### src/rtl/instr_fetch_unit.sv
// instr_fetch_unit
//   Fetch stage feeding the single-cycle controller/datapath. Owns the PC,
//   issues in-order word requests to instruction memory, buffers in-order
//   responses in a small prefetch queue and hands {instr, instr_pc} downstream
//   under valid/ready. A redirect flushes queued and in-flight instructions
//   and restarts fetch at a new word address.
//
//   Parameters: RESET_PC (PC after reset), DEPTH (queue entries, 2/4/8; also
//   the cap on in-flight plus buffered instructions).
//   Ports:
//     clk, reset                       clock, async active-high reset
//     imem_req_valid/addr/ready        request channel (addr = current PC)
//     imem_rsp_valid/data              in-order response words
//     redirect, redirect_pc            flush + restart address (bits [1:0] dropped)
//     instr, instr_pc, instr_valid     queue head to the downstream stage
//     instr_ready                      downstream consumes the head this cycle
module instr_fetch_unit #(
  parameter logic [31:0] RESET_PC = 32'h0000_0000,
  parameter int unsigned DEPTH    = 2
) (
  input  logic        clk,
  input  logic        reset,
  output logic        imem_req_valid,
  output logic [31:0] imem_req_addr,
  input  logic        imem_req_ready,
  input  logic        imem_rsp_valid,
  input  logic [31:0] imem_rsp_data,
  input  logic        redirect,
  input  logic [31:0] redirect_pc,
  output logic [31:0] instr,
  output logic [31:0] instr_pc,
  output logic        instr_valid,
  input  logic        instr_ready
);

  localparam int unsigned CW = $clog2(DEPTH + 1);
  localparam int unsigned AW = $clog2(DEPTH);
  localparam logic [CW:0] CAP = (CW + 1)'(DEPTH);

  typedef enum logic [1:0] {START, RUN, DRAIN} state_t;

  state_t        state;
  logic [31:0]   pc;
  logic [CW-1:0] outstanding;
  logic [CW-1:0] drop_cnt;
  logic [CW-1:0] count;
  logic [AW-1:0] q_head, q_tail;
  logic [AW-1:0] t_head, t_tail;
  logic [31:0]   q_instr [DEPTH];
  logic [31:0]   q_pc    [DEPTH];
  logic [31:0]   tag     [DEPTH];

  logic          pop, accept, rsp_ok, push;
  logic [CW:0]   inuse;
  logic [CW-1:0] out_next;

  assign instr_valid   = (count != '0);
  assign instr         = q_instr[q_head];
  assign instr_pc      = q_pc[q_head];
  assign imem_req_addr = pc;

  assign pop    = instr_valid & instr_ready;
  assign accept = imem_req_valid & imem_req_ready;
  // Responses with nothing outstanding belong to requests issued before a
  // reset; they are ignored so they can never be paired with a fresh tag.
  assign rsp_ok = imem_rsp_valid & (outstanding != '0);
  assign push   = rsp_ok & (drop_cnt == '0);

  assign inuse    = {1'b0, count} + {1'b0, outstanding};
  assign out_next = outstanding + CW'(accept) - CW'(rsp_ok);

  // A pop this cycle frees a slot, so a request may still go out at the cap.
  assign imem_req_valid = (state == RUN) && !redirect &&
                          ((inuse < CAP) || ((inuse == CAP) && pop));

  always_ff @(posedge clk or posedge reset) begin
    if (reset) begin
      state       <= START;
      pc          <= RESET_PC;
      outstanding <= '0;
      drop_cnt    <= '0;
      count       <= '0;
      q_head      <= '0;
      q_tail      <= '0;
      t_head      <= '0;
      t_tail      <= '0;
      for (int unsigned i = 0; i < DEPTH; i++) begin
        q_instr[i] <= '0;
        q_pc[i]    <= '0;
        tag[i]     <= '0;
      end
    end else begin
      outstanding <= out_next;

      // The tag FIFO keeps running through a redirect: discarded responses
      // still have to retire their tags in order.
      if (accept) begin
        tag[t_tail] <= pc;
        t_tail      <= t_tail + 1'b1;
        pc          <= pc + 32'd4;
      end
      if (rsp_ok) begin
        t_head <= t_head + 1'b1;
      end

      if (redirect) begin
        count    <= '0;
        q_head   <= '0;
        q_tail   <= '0;
        pc       <= redirect_pc & ~32'h3;
        drop_cnt <= out_next;
        state    <= (out_next != '0) ? DRAIN : RUN;
      end else begin
        if (push) begin
          q_instr[q_tail] <= imem_rsp_data;
          q_pc[q_tail]    <= tag[t_head];
          q_tail          <= q_tail + 1'b1;
        end
        if (pop) begin
          q_head <= q_head + 1'b1;
        end
        count <= count + CW'(push) - CW'(pop);

        if (rsp_ok && (drop_cnt != '0)) begin
          drop_cnt <= drop_cnt - 1'b1;
        end

        case (state)
          START:   state <= RUN;
          DRAIN:   if ((drop_cnt == '0) || (rsp_ok && (drop_cnt == CW'(1)))) state <= RUN;
          default: state <= RUN;
        endcase
      end
    end
  end

endmodule

### config.mk
export PLATFORM = sky130hd
export DESIGN_NAME = instr_fetch_unit
export DESIGN_NICKNAME = d
export VERILOG_FILES = /design/src/rtl/instr_fetch_unit.sv
export SDC_FILE = /design/constraint.sdc
export NUM_CORES = 1
export LEC_CHECK = 0
export BUFFER_PORTS_ARGS = -buffer_cell sky130_fd_sc_hd__buf_2
export CAP_MARGIN = 20
export CELL_PAD_IN_SITES_DETAIL_PLACEMENT = 1
export CELL_PAD_IN_SITES_GLOBAL_PLACEMENT = 1
export CORE_ASPECT_RATIO = 0.8
export CORE_UTILIZATION = 35
export DETAILED_ROUTE_END_ITERATION = 16
export PLACE_DENSITY_LB_ADDON = 0.25
export SYNTH_ARGS = -nofsm -noshare
export SYNTH_HDL_FRONTEND = slang
export SYNTH_SLANG_ARGS = --single-unit
### constraint.sdc
create_clock -name clk -period 17.86 [get_ports clk]
set_input_delay 2.679 -clock clk [delete_from_list [all_inputs] [get_ports clk]]
set_output_delay 2.679 -clock clk [all_outputs]
set_load 0.01 [all_outputs]
# After elaboration in Yosys (flattened, before gate mapping)
# Cells that the tools add are included.
dict set report op_classes {
  n_addsub 11
  multipliers 0
  n_div 0
  order_cmp 7
  eq_ne 5
  n_shift 0
  mux 29
  bitwise 9
  n_reduce_logical 20
}
# operator n
set op_table {}
lappend op_table {{32-bit two-way mux} 13}
lappend op_table {{64-bit bitwise mux} 3}
lappend op_table {{32-bit demux with 1-bit select} 2}
lappend op_table {{32-bit by 3-bit adder with 32-bit output (second input constant)} 1}
lappend op_table {{2-bit nonzero test} 8}
lappend op_table {{2-bit two-way mux} 7}
lappend op_table {{2-bit >= comparator (second input constant)} 4}
lappend op_table {{1-bit inverter with 2-bit output} 4}
lappend op_table {{1-bit logical AND} 7}
lappend op_table {{1-bit adder (second input constant)} 4}
lappend op_table {{2-bit by 1-bit adder with 2-bit output} 2}
lappend op_table {{1-bit AND} 4}
lappend op_table {{2-bit by 1-bit equality test with 1-bit output (second input constant)} 2}
lappend op_table {{2-bit by 1-bit less-than comparator with 1-bit output (second input constant)} 2}
lappend op_table {{1-bit two-way mux} 4}
lappend op_table {{2-bit by 1-bit subtractor with 2-bit output} 2}
lappend op_table {{2-bit by 2-bit adder with 3-bit output} 1}
lappend op_table {{3-bit by 2-bit equality test with 1-bit output (second input constant)} 1}
lappend op_table {{3-bit by 2-bit less-than comparator with 1-bit output (second input constant)} 1}
lappend op_table {{3-bit != test (second input constant)} 1}
lappend op_table {{2-bit equality test (second input constant)} 1}
lappend op_table {{2-bit zero test} 1}
lappend op_table {{1-bit logical OR} 2}
lappend op_table {{2-bit AND reduction} 1}
lappend op_table {{other kinds (3)} 3}
dict set report totals {
  reg_bits 236
  latchBits 0
  ramBits 0
  romBits 0
  in_bits 70
  word_cells 96
  mem_count 0
}

# Longest topological paths before layout
dict set report logic_depth {
  depth_word 11
  ltp_mapped 16
  mapped_depth_nobuf 14
}

# Least setup slack after synthesis
# Ideal clock, no wire load.
dict set report synth_timing {
  path_type {input to output}
  startpoint {in instr_ready}
  endpoint {out imem_req_valid}
  t_arrival_ns 3.451
  t_required_ns 15.181
  setup_slack_ns 11.730
  cell_stages 3
  path_buffers 0
  path_cell_list {o21ai_1 -> o21ai_0 -> and2_1}
}
dict set report synth_via {
  elab_chain_len 4
}
# element line_no
set synth_rtl {}
lappend synth_rtl {{start, declared} 33} ;# input logic instr_ready
lappend synth_rtl {{1-bit AND} 62} ;# assign pop = instr_valid & instr_ready;
lappend synth_rtl {{1-bit logical AND} 74} ;# ((inuse < CAP) || ((inuse == CAP) && pop));
lappend synth_rtl {{1-bit logical OR} 74}
lappend synth_rtl {{1-bit logical AND} 73} ;# assign imem_req_valid = (state == RUN) && !redirect &&
lappend synth_rtl {{end, declared} 23} ;# output logic imem_req_valid,
# Every way passes these cells.

# Worst setup path in the final report
dict set report layout_timing {
  startpoint {in redirect}
  endpoint {out imem_req_valid}
}
dict set report layout_via {
  elab_chain_len 3
}
# element line_no
set layout_rtl {}
lappend layout_rtl {{start, declared} 28} ;# input logic redirect,
lappend layout_rtl {{1-bit zero test} 73}
lappend layout_rtl {{1-bit logical AND (2 in series)} 73}
# Every way passes these cells.

==> flow_summary.ini <==
[run_status]
status = complete, no violations

[timing]
fin_setup_tns_ns = 0
fmax_mhz = 155
worst_pin_slew_ns = 0.907
hold_slack_ns = 0.502
setup_viol = 0
max_slew_margin_pct = 39.5
drv_slew = 0
finalHoldViolations = 0
worst_slack_ns = 11.40
fin_skew_ns = 0.0102
fin_crit_sh_pct = 36.2
rsz0062_at_grt = false
fin_crit_ns = 6.46

[grt]
antenna_found_initial = 1
grt.met2_usage_pct = 28.9
grt_pass1_vias = 7573
global_route.usage.met1_pct = 26.6
grt_pass1_wl_um = 43800
grt_max_degree = 105
grt_usage_pct = 18.3
overflow = 0
grt_busiest_layer = met2
grtUsageMet3_pct = 2.49

[routing]
dr.first_iter.drc_count = 305
drc = 0
routed-via-count = 7169
drt-wirelength-per-cell_um = 19.8
wirelength_um = 27300
vias_per_cell = 5.19
dr.pass1.iters = 4
postRouteAntennaNets = 0

[finish]
finalNetCount = 1073
mostFrequentLayoutCells = 224 x dfrtp_1, 187 x mux2_2, 161 x buf_2
area_growth_pct = 18.5
final_area_um2 = 12300
final_common_cell = dfrtp_1
layout-drive-gt1-share_pct = 41.3

[logic_synthesis]
synth_top_cell_area_share_pct = 54.5
synth_edf_count = 0
yosysWarningCount = 0
yosysUniqueCellTypes = 58
ys_seq_elements = 226
async_flop_share_pct = 100
netlist_area_um2 = 10400
yosys.area.top_type = dfrtp_1
avgSynthCellArea_um2 = 12.3
yosysSeqAreaShare_pct = 54.5
synthTopCellsByArea = dfrtp_1 55%, mux2_2 20%, mux2i_1 3.5%, a21oi_1 3.1%, nor2_1 2.7%
synthCells = 847
synth_ff_type = dfrtp_1

[cts]
clock_path_buffers = 3
cts_sinks = 226
cts_tree = built
cts_hold_buffers = 0
clkLatencyLatePin_ns = 0.51
cts.reportedPaths.clkPinSlew_ns = 0.06
post_cts_buffers = 0
cts_root_buffer = clkbuf_16
numCtsBuffers = 25
cts_resized = 0
cts-htree-levels = 1

[die]
io_pins = 168
die_width_um = 195
rows = 55
dieHeight_um = 156
die_area_um2 = 30300
start_util_pct = 36.2
core-area_um2 = 28700

[placement]
gp_congestion = 0.766
numPortBuffers = 161
dp_slack_ns = 11.38
dp_hpwl_um = 18000
dpl_cell_area_um2 = 11500

[critical_path]
crit_arrival_ns = 3.78
crit_fanout = 47
path_class = input pin to output port
rrSetupSlack_ns = 13.88
required_ns = 15.18
end_kind = output port
cp-start-kind = input pin

[run]
maxCapViolCount = 0

[power]
finalPower_mw = 2.12
peakVddDrop_mv = 0.0686
cellLeakagePower_nw = 5.74
pwr_density_cell_nw_per_um2 = 172

[hold_path]
hp-class = flop to flop
routing by layer:
metal,routed length (um),up-vias
li1,-,3335
met1,13400,3684
met2,12600,115
met3,822,35
met4,514,0
met5,0,-
layout make-up:
| type | count | area (um^2) |
|---|---|---|
| Antenna cell | 1 | 2.50 |
| Clock buffer | 41 | 766 |
| Clock inverter | 3 | 18.8 |
| Fill cell | 3092 | 16400 |
| Inverter | 14 | 60.1 |
| Multi-Input combinational cell | 554 | 4420 |
| Sequential cell | 226 | 5660 |
| Tap cell | 370 | 463 |
| Timing Repair Buffer | 173 | 908 |
critical path: stages:
cell and delay [ns]:
buf_2 0.09, buf_4 0.29, nor4b_4 0.38, and2_1 0.19
buf_2 0.13
logic make-up after synthesis:
family / synth area share [%]
simple gates: 9.45
xor+xnor: 0.760
buf+inv: 3.12
fa+ha+maj: 1.16
flops: 54.5
other cells: 0.0361
compound gates: 7.20
mux: 23.8
path summary, 6_finish.rpt:
| path | startpoint | cells after the start | endpoint |
|---|---|---|---|
| setup reg to reg | count[0]$_DFF_PP0_ | 9 | tag[57]$_DFFE_PP0P_ |
| hold / removal | q_instr[40]$_DFFE_PP0P_ | 1 | q_instr[40]$_DFFE_PP0P_ |
| setup / recovery | redirect | 5 | imem_req_valid |
| max in group asynchronous | reset | 3 | q_head$_DFFE_PP0P_ |
| hold reg to reg | q_instr[40]$_DFFE_PP0P_ | 1 | q_instr[40]$_DFFE_PP0P_ |
| min in group asynchronous | reset | 2 | q_instr[3]$_DFFE_PP0P_ |
stage by stage:
step                utilization [%]  instances
finish                         42.9       1382
floorplan                         -        850
global route                   42.9       1382
CTS                            42.8       1380
global placement               40.0       1336
detailed placement             40.0       1336
synth_stat cells (all sizes together) (9+ instances only):
| cell | count |
|---|---|
| mux2i | 36 |
| nor2 | 76 |
| clkbuf | 21 |
| inv | 13 |
| nand2 | 33 |
| nor3 | 9 |
| o21ai | 18 |
| a221o | 9 |
| a21oi | 64 |
| nand4 | 16 |
| nand3 | 22 |
| mux2 | 187 |
| dfrtp | 226 |
| buf | 35 |
state kept, by name (all words and copies together) (netlist names), 2 cells and up:
register       count
tag               60
drop_cnt           2
count              2
imem_req_addr     30
q_pc              60
q_instr           64
outstanding        2
state              2
power breakdown:
group | switching (mW) | leakage, nW | internal (mW)
Sequential | 0.152 | 2.82 | 0.730
Clock | 0.204 | 0.387 | 0.291
Combinational | 0.359 | 2.53 | 0.384
(Power assumes the default switching activity.)
